File: config.mk
export PLATFORM = sky130hd
export DESIGN_NAME = fetch
export DESIGN_NICKNAME = d
export VERILOG_FILES = /design/src/rtl/fetch_pkg.sv /design/src/rtl/fetch_fifo.sv /design/src/rtl/fetch.sv
export SDC_FILE = /design/constraint.sdc
export NUM_CORES = 1
export LEC_CHECK = 0
export ABC_AREA = 1
export BUFFER_PORTS_ARGS = -buffer_cell sky130_fd_sc_hd__buf_2
export CORE_ASPECT_RATIO = 0.5
export CORE_MARGIN = 8
export CORE_UTILIZATION = 50
export CTS_CLUSTER_DIAMETER = 150
export DETAILED_ROUTE_END_ITERATION = 8
export PLACE_DENSITY = 0.75
export SLEW_MARGIN = 20
export SYNTH_ARGS = -nofsm -noshare
export SYNTH_HDL_FRONTEND = slang
export SYNTH_HIERARCHICAL = 1
export SYNTH_SLANG_ARGS = --single-unit
File: constraint.sdc
create_clock -name clk -period 4.28 [get_ports clk]
set_clock_uncertainty 0.1 [all_clocks]
set_input_delay 1.07 -clock clk [delete_from_list [all_inputs] [get_ports clk]]
set_output_delay 1.07 -clock clk [all_outputs]
set_load 0.03 [all_outputs]
File: src/rtl/fetch_pkg.sv
// Shared types and constants for the instruction fetch stage.
// The optional performance counters in fetch are enabled by defining FETCH_PERF_CNT_EN.
package fetch_pkg;

    localparam int unsigned INSN_BYTES        = 4;
    localparam int unsigned DWIDTH_DEFAULT    = 32;
    localparam int unsigned AWIDTH_DEFAULT    = 32;
    localparam logic [31:0] FETCH_BASE_ADDR   = 32'h0100_0000;

    typedef enum logic {
        FETCH = 1'b0,
        FLUSH = 1'b1
    } fetch_state_e;

    // {pc, insn} pair as handed to decode, at the default widths
    typedef struct packed {
        logic [AWIDTH_DEFAULT-1:0] pc;
        logic [DWIDTH_DEFAULT-1:0] insn;
    } fetch_entry_t;

endpackage

File: src/rtl/fetch_fifo.sv
// Small in-order FIFO used by fetch for both the instruction queue and the
// per-request PC tag queue. Clear has priority over push and pop. The owner
// guarantees no overflow or underflow; push and pop together on a full FIFO
// is legal.
module fetch_fifo #(
    parameter int unsigned DEPTH = 2,
    parameter type         T     = logic [31:0]
) (
    input  logic                   clk,
    input  logic                   rst,
    input  logic                   clear,
    input  logic                   push,
    input  T                       push_data,
    input  logic                   pop,
    output T                       head,
    output logic [$clog2(DEPTH):0] count
);

    localparam int unsigned PW = $clog2(DEPTH);

    T                mem_q [DEPTH];
    logic [PW-1:0]   wr_ptr_q, wr_ptr_d;
    logic [PW-1:0]   rd_ptr_q, rd_ptr_d;
    logic [PW:0]     count_q, count_d;

    // Pointer and occupancy update; pointers wrap naturally since DEPTH is a power of 2
    always_comb begin
        wr_ptr_d = wr_ptr_q;
        rd_ptr_d = rd_ptr_q;
        count_d  = count_q;
        if (clear) begin
            wr_ptr_d = '0;
            rd_ptr_d = '0;
            count_d  = '0;
        end else begin
            if (push) wr_ptr_d = wr_ptr_q + PW'(1);
            if (pop)  rd_ptr_d = rd_ptr_q + PW'(1);
            count_d = count_q + {{PW{1'b0}}, push} - {{PW{1'b0}}, pop};
        end
    end

    // Control state registers
    always_ff @(posedge clk or negedge rst) begin
        if (!rst) begin
            wr_ptr_q <= '0;
            rd_ptr_q <= '0;
            count_q  <= '0;
        end else begin
            wr_ptr_q <= wr_ptr_d;
            rd_ptr_q <= rd_ptr_d;
            count_q  <= count_d;
        end
    end

    // Payload storage needs no reset; count gates every use of it
    always_ff @(posedge clk) begin
        if (push && !clear) mem_q[wr_ptr_q] <= push_data;
    end

    assign head  = mem_q[rd_ptr_q];
    assign count = count_q;

endmodule

File: src/rtl/fetch.sv
// Instruction fetch stage: owns the PC, issues word reads under a credit
// limit, queues returned words in order and hands {pc, insn} to decode.
// A redirect flushes everything and drops responses still in flight.
// Define FETCH_PERF_CNT_EN to add stall_cnt_o / flush_cnt_o counters.
module fetch
    import fetch_pkg::*;
#(
    parameter int unsigned       DWIDTH    = DWIDTH_DEFAULT,
    parameter int unsigned       AWIDTH    = AWIDTH_DEFAULT,
    parameter logic [AWIDTH-1:0] BASE_ADDR = AWIDTH'(FETCH_BASE_ADDR),
    parameter int unsigned       DEPTH     = 2
) (
    input  logic              clk,
    input  logic              rst,
    output logic              imem_req_valid_o,
    input  logic              imem_req_ready_i,
    output logic [AWIDTH-1:0] imem_req_addr_o,
    input  logic              imem_rsp_valid_i,
    input  logic [DWIDTH-1:0] imem_rsp_data_i,
    input  logic              redirect_i,
    input  logic [AWIDTH-1:0] redirect_pc_i,
    output logic              valid_o,
    input  logic              ready_i,
    output logic [AWIDTH-1:0] pc_o,
    output logic [DWIDTH-1:0] insn_o
`ifdef FETCH_PERF_CNT_EN
    ,
    output logic [31:0]       stall_cnt_o,
    output logic [31:0]       flush_cnt_o
`endif
);

    localparam int unsigned CW  = $clog2(DEPTH) + 1;
    localparam int unsigned CW1 = CW + 1;
    localparam logic [CW:0] DEPTH_C = CW1'(DEPTH);

    typedef struct packed {
        logic [AWIDTH-1:0] pc;
        logic [DWIDTH-1:0] insn;
    } entry_t;

    fetch_state_e      state_q, state_d;
    logic [AWIDTH-1:0] fetch_pc_q, fetch_pc_d;
    logic [CW-1:0]     drop_q, drop_d;
    logic              active_q;

    logic [CW-1:0]     q_count;
    logic [CW-1:0]     tag_count;
    entry_t            q_head;
    logic [AWIDTH-1:0] tag_head;
    logic [CW:0]       in_use;
    logic [CW-1:0]     in_flight;
    logic              credit_ok;
    logic              req_fire;
    logic              dec_fire;
    logic              rsp_accept;
    logic              unused_pc_bits;

    // The tag FIFO holds one PC per request in flight, so its count is the
    // outstanding-request count; clearing it on redirect zeroes outstanding.
    always_comb begin
        in_use     = {1'b0, q_count} + {1'b0, tag_count};
        credit_ok  = in_use < DEPTH_C;
        imem_req_valid_o = active_q && (state_q == FETCH) && credit_ok && !redirect_i;
        req_fire   = imem_req_valid_o && imem_req_ready_i;
        valid_o    = (q_count != '0) && !redirect_i;
        dec_fire   = valid_o && ready_i;
        rsp_accept = imem_rsp_valid_i && (state_q == FETCH) && !redirect_i;
        in_flight  = tag_count + drop_q;
    end

    assign imem_req_addr_o = fetch_pc_q;
    assign pc_o            = q_head.pc;
    assign insn_o          = q_head.insn;
    assign unused_pc_bits  = ^redirect_pc_i[1:0];

    // Next PC, drop count and FETCH/FLUSH state
    always_comb begin
        state_d    = state_q;
        fetch_pc_d = fetch_pc_q;
        drop_d     = drop_q;
        if (redirect_i) begin
            fetch_pc_d = {redirect_pc_i[AWIDTH-1:2], 2'b00};
            drop_d     = (imem_rsp_valid_i && (in_flight != '0)) ? in_flight - CW'(1) : in_flight;
            state_d    = (drop_d != '0) ? FLUSH : FETCH;
        end else begin
            if (req_fire) fetch_pc_d = fetch_pc_q + AWIDTH'(INSN_BYTES);
            if (state_q == FLUSH) begin
                if (imem_rsp_valid_i && (drop_q != '0)) drop_d = drop_q - CW'(1);
                if (drop_d == '0) state_d = FETCH;
            end
        end
    end

    // FSM and PC registers; active_q keeps requests off while reset is held
    always_ff @(posedge clk or negedge rst) begin
        if (!rst) begin
            state_q    <= FETCH;
            fetch_pc_q <= BASE_ADDR;
            drop_q     <= '0;
            active_q   <= 1'b0;
        end else begin
            state_q    <= state_d;
            fetch_pc_q <= fetch_pc_d;
            drop_q     <= drop_d;
            active_q   <= 1'b1;
        end
    end

    fetch_fifo #(.DEPTH(DEPTH), .T(entry_t)) u_queue (
        .clk       (clk),
        .rst       (rst),
        .clear     (redirect_i),
        .push      (rsp_accept),
        .push_data ({tag_head, imem_rsp_data_i}),
        .pop       (dec_fire),
        .head      (q_head),
        .count     (q_count)
    );

    fetch_fifo #(.DEPTH(DEPTH), .T(logic [AWIDTH-1:0])) u_tags (
        .clk       (clk),
        .rst       (rst),
        .clear     (redirect_i),
        .push      (req_fire),
        .push_data (fetch_pc_q),
        .pop       (rsp_accept),
        .head      (tag_head),
        .count     (tag_count)
    );

`ifdef FETCH_PERF_CNT_EN
    logic [31:0] stall_cnt_q, stall_cnt_d;
    logic [31:0] flush_cnt_q, flush_cnt_d;

    // Saturating counts of decode stalls and redirects
    always_comb begin
        stall_cnt_d = stall_cnt_q;
        flush_cnt_d = flush_cnt_q;
        if (valid_o && !ready_i && (stall_cnt_q != 32'hFFFF_FFFF)) stall_cnt_d = stall_cnt_q + 32'd1;
        if (redirect_i && (flush_cnt_q != 32'hFFFF_FFFF))         flush_cnt_d = flush_cnt_q + 32'd1;
    end

    // Counter registers
    always_ff @(posedge clk or negedge rst) begin
        if (!rst) begin
            stall_cnt_q <= '0;
            flush_cnt_q <= '0;
        end else begin
            stall_cnt_q <= stall_cnt_d;
            flush_cnt_q <= flush_cnt_d;
        end
    end

    assign stall_cnt_o = stall_cnt_q;
    assign flush_cnt_o = flush_cnt_q;
`endif

endmodule

# --- Word-level counts from Yosys, hierarchy flattened ---
# Memory sizes are Yosys's and may differ from the RTL's.
# Index checks and enable logic that the tools add are counted.
classes:
  muxes: 26
  n_bitwise: 1
  n_reduce_logical: 22
  add_sub_neg: 13
  magnitude_cmp: 1
ops:
  columns: ["cell", "n"]
  rows:
  - ["2-to-1 mux 32 bit", 2]
  - ["adder 32 x 3 -> 32 bit, second input constant", 1]
  - ["2-to-1 mux 1 bit", 16]
  - ["2-to-1 mux 2 bit", 8]
  - ["nonzero test 2 bit", 8]
  - ["logical AND 1 bit", 12]
  - ["adder 1 bit, second input constant", 4]
  - ["adder 2 x 1 -> 2 bit", 2]
  - ["subtractor 2 x 1 -> 2 bit", 2]
  - ["subtractor 2 x 1 -> 2 bit, second input constant", 2]
  - ["adder 2 x 2 -> 3 bit", 1]
  - ["less-than comparator 3 x 2 -> 1 bit, second input constant", 1]
  - ["adder 2 bit", 1]
  - ["zero test 2 bit", 1]
  - ["zero test 1 bit", 1]
  - ["NOT 1 bit", 1]
word_totals:
  n_memories: 2
  inputBits: 70
  output_inout_bits: 98
  mem_bits_rw: 192
  register_bits: 44
mem_list:
  columns: ["name", "words", "word_bits", "rd", "rd_ports_with_merged_regs", "wr", "line", "source"]
  rows:
  - ["u_queue.mem_q", 2, 64, 1, 0, 1, "fetch_fifo.sv:21", "T mem_q [DEPTH];"]
  - ["u_tags.mem_q", 2, 32, 1, 0, 1, "fetch_fifo.sv:21", null]

# --- Depth between registers and ports, before layout ---
depth:
  ltp_word: 9
  mapped_depth: 14
  depth_no_buf: 14

# --- By module ---
# Netlist, hierarchy kept.
modules_own_cells:
  columns: ["mod", "cells_per_inst", "n_inst", "area_per_inst_um2"]
  rows:
  - ["fetch_fifo at u_queue", 226, 1, 4986.0]
  - ["fetch_fifo at u_tags", 127, 1, 2671.3]
  - ["fetch", 406, 1, 2645.0]

# --- Worst setup path after synthesis ---
# Ideal clock, no wire load.
synth_timing:
  kind: "input-to-reg"
  from: "input redirect_i"
  to: "memory u_queue/mem_q[0][0] (netlist name) (enable)"
  n_path_buf: 0
  path_stages: 5
  slack_ns: -0.657
  arrival_ns: 4.350
  path_cell_list: "nor2_2 > inv_1 > nor2_1 > nand2_1 > nor2_1"
synth_between:
  elab_chain_len: 5
synth_rtl:
  columns: ["element", "line", "source"]
  rows:
  - ["start, declared", "fetch.sv:20", "input logic redirect_i,"]
  - ["zero test 1 bit", "fetch.sv:68", "rsp_accept = imem_rsp_valid_i && (state_q == FETCH) && !redirect_i;"]
  - ["logical AND 1 bit", "fetch.sv:68", null]
  - ["via rsp_accept", "fetch.sv:56", "logic rsp_accept;"]
  - ["logical AND 1 bit", "fetch_fifo.sv:57", "if (push && !clear) mem_q[wr_ptr_q] <= push_data;"]
  - ["2-to-1 mux 1 bit", "fetch_fifo.sv:57", null]
  - ["2-to-1 mux 1 bit (implied by the code)", "fetch_fifo.sv:57", null]
  - ["end, declared", "fetch_fifo.sv:21", null]
# The timed path passes the listed nets, and every way through them passes these cells.

# --- Final worst setup path ---
layout_timing:
  from: "register u_queue.rd_ptr_q"
  to: "output pc_o[23]"
layout_between:
  elab_chain_len: 1
layout_rtl:
  columns: ["element", "line", "source"]
  rows:
  - ["start, declared", "fetch_fifo.sv:23", "logic [PW-1:0] rd_ptr_q, rd_ptr_d;"]
  - ["start signal, assigned", "fetch_fifo.sv:50", "rd_ptr_q <= rd_ptr_d;"]
  - ["memory read (2 x 64 bit)", null, null]
  - ["end, declared", "fetch.sv:24", "output logic [AWIDTH-1:0] pc_o,"]
# No other way between the ends.

==> reports/metrics.csv <==
metric;value;unit
synth_top_area_share;56.0;%
ctsHoldBuffers;0;
h-tree-depth;1;
routed_wl;21500;um
cp.depth;3;
path_delay_family;flip-flops;
core;0.0204;sq mm
ir_drop;0.230;mV
rows;37;
fin_crit_sh;79.1;%
ys_ff_latch;234;
min_path_type;flip-flop to flip-flop;
worst_pin_slew;1.08;ns
ys_seq_area_share;66.2;%
clk_latency;0.50;ns
stdcell_area;0.0121;sq mm
cp.arrival;2.22;ns
crit_start;u_queue/rd_ptr_q;
cts_resized;0;
vias;6206;
cell_internal_pwr;4120;uW
p_leak;0.00485;uW
hold_slack;0.456;ns
instances_no_fill;1220;
post-route-min-period;3.39;ns
numPortBuffers;163;
worstSetupEndpointType;output port;
clockBufferDepth;3;
fp.dieH;118;um
num-nets-final;1015;
vias_per_cell;5.09;
grt_max_degree;65;
worstPathMaxFanout;43;
hpwl;14900;um
synth.most_common_cell;edfxtp_1;
p_comb_share;16.4;%
antenna_found_initial;0;
finalWeightedCongestion;0.850;
place_inst;1185;
setup_viol;0;
drc;0;
r2r-end;u_tags/mem_q[1][30];
synthCells;759;
path_clk_slew;0.06;ns
diodes;0;
clkPwrFrac;34.6;%
wl_per_cell;17.7;um
gr-usage-all-layers;16.4;%
hold_viol;0;
start_kind;flip-flop;
cts_sinks;234;
seqPwrFrac;49.1;%
path_cells;buf_12 > mux2_2 > buf_2;
crit_buf_inv;2;
synth_flop_cell;edfxtp_1;
synth_cell_types;37;
yosys-top-cells-count;edfxtp_1, nand2_1, nand3_1, mux2_4, inv_1;
max_stage_delay;0.74;ns
max_slew_margin;27.9;%
grt_overflow;0;
postSynthAreaPerCell;13.6;sq um
first_pass_iters;5;
die_x;219;um
grt_pass1_vias;6325;
tritoncts;done;
synth_edf_count;192;
ff2ff_setup_slack;1.53;ns
synthesis.area;0.0103;sq mm
p_sw;1530;uW
netlist.top_cell.by_area;edfxtp_1;
r2r_start;u_tags/count[0];
rr_worst_depth;8;
power.density;467;mW/mm^2
cap_viol_max_count;0;
drive_above_1_share;35.4;%
antenna_left;0;
slowest_stage;dfrtp_4;
ios;168;
post_cts_buffers;0;
fill_cells;1640;
crit_path_end;pc_o[23];
grt_pass1_wl;33900;um
async_flop_share;17.9;%
worstPathRequired;3.11;ns
cts_root_buffer;clkbuf_16;
finalMaxSlewViolations;0;
die_area;0.0257;sq mm
start_util;50.6;%
numCtsBuffers;22;
outcome;finished, final reports clean;
switching_share;27.2;%
syn2layout_area_growth;17.5;%
fmax;295;MHz
synth_warnings;6;
rsz0062_at_grt;no;
critical_path_class;flip-flop to output port;
synthTopCellsByArea;edfxtp_1, dfrtp_1, mux2_4, nand2_1, nand3_1;
drtIter0Drc;399;
placed_cell_area;0.0114;sq mm
-- final cells by class --
cell class	instances	area (sq um)	share of cell area, %
Clock inverter	6	91.3	0.755
Inverter	66	248	2.05
Tap cell	273	342	2.82
Clock buffer	29	628	5.19
Sequential cell	234	6820	56.4
Multi-Input combinational cell	441	3070	25.4
Timing Repair Buffer	171	901	7.44
-- per-stage QoR --
step,setup TNS [ns],util (%),total power (uW),setup slack (ns)
floorplan,-83.43,-,3470,-0.657
global placement,0,55.9,3710,1.12
detailed placement,0,55.9,3750,1.07
CTS,0,59.4,5700,0.875
global route,0,59.4,5880,0.821
finish,0,59.4,5650,0.895
-- power groups by stage --
stage               Clock (uW)  Combinational (uW)  Sequential, uW
global placement             0                 903            2810
finish                    1950                 925            2770
floorplan                    0                 650            2820
global route              2080                1010            2790
CTS                       1990                 936            2770
detailed placement           0                 931            2820
-- layer usage --
| layer | up-vias | track usage [%] | part of all wire [%] |
|---|---|---|---|
| met3 | 35 | 2.85 | 4.8 |
| met1 | 3035 | 20.8 | 43 |
| met2 | 147 | 28.6 | 50 |
| li1 | 2989 | - | - |
| met5 | - | 0 | 0 |
| met4 | 0 | 4.61 | 2.4 |
-- worst min-delay path by stage --
stage | start | slack, ns | cells after the start | endpoint
after floorplan | state_q | 0.41 | 2 | state_q
after global placement | imem_req_addr_o[31] | 0.43 | 0 | u_tags/mem_q[1][31]
final | u_tags/mem_q[0][14] | 0.46 | 1 | u_queue/mem_q[1][46]
after CTS | u_tags/mem_q[1][15] | 0.46 | 1 | u_queue/mem_q[0][47]
after global routing | u_tags/mem_q[0][15] | 0.47 | 1 | u_queue/mem_q[0][47]
after detailed placement | imem_req_addr_o[31] | 0.44 | 0 | u_tags/mem_q[1][31]
-- kinds of logic after synthesis --
group | after synthesis | share of synthesized area, %
buffers and inverters | 89 | 4.49
other | 2 | 0.0729
adder cells (fa/ha/maj) | 9 | 1.17
multiplexers | 96 | 12.9
flip-flops | 234 | 66.2
AND/OR/NAND/NOR | 286 | 12.6
AO/OA/AOI/OAI | 36 | 2.04
XOR/XNOR | 7 | 0.595
-- registers in the layout, indices dropped and copies added, names as in the netlist --
register / cells
imem_req_addr_o: 30
u_queue/wr_ptr_q: 1
drop_q: 2
u_queue/count: 2
state_q: 1
u_queue/mem_q: 128
u_tags/rd_ptr_q: 1
u_tags/count: 2
u_tags/mem_q: 64
u_tags/wr_ptr_q: 1
u_queue/rd_ptr_q: 1
active_q: 1
-- placed cells by master (no fill, tap or decap), types with 2 or more instances in the layout --
| master | count |
|---|---|
| nand2_2 | 7 |
| o211ai_1 | 3 |
| mux2_4 | 66 |
| buf_12 | 2 |
| clkbuf_1 | 3 |
| ha_1 | 8 |
| nand3_1 | 68 |
| mux2_2 | 30 |
| a21oi_1 | 5 |
| o21bai_1 | 6 |
| edfxtp_1 | 192 |
| clkinv_1 | 2 |
| nor2_2 | 7 |
| or2_2 | 2 |
| nor2_1 | 38 |
| nor2_4 | 12 |
| xnor2_1 | 6 |
| nand2_1 | 142 |
| clkbuf_8 | 3 |
| nand2_4 | 2 |
| conb_1 | 7 |
| bufinv_16 | 2 |
| buf_2 | 163 |
| inv_1 | 63 |
| inv_2 | 2 |
| clkbuf_16 | 23 |
| o21ai_0 | 20 |
| buf_4 | 6 |
| dfrtp_1 | 39 |
| nor3_1 | 4 |
Note: power is estimated with default switching activity, not from simulation.
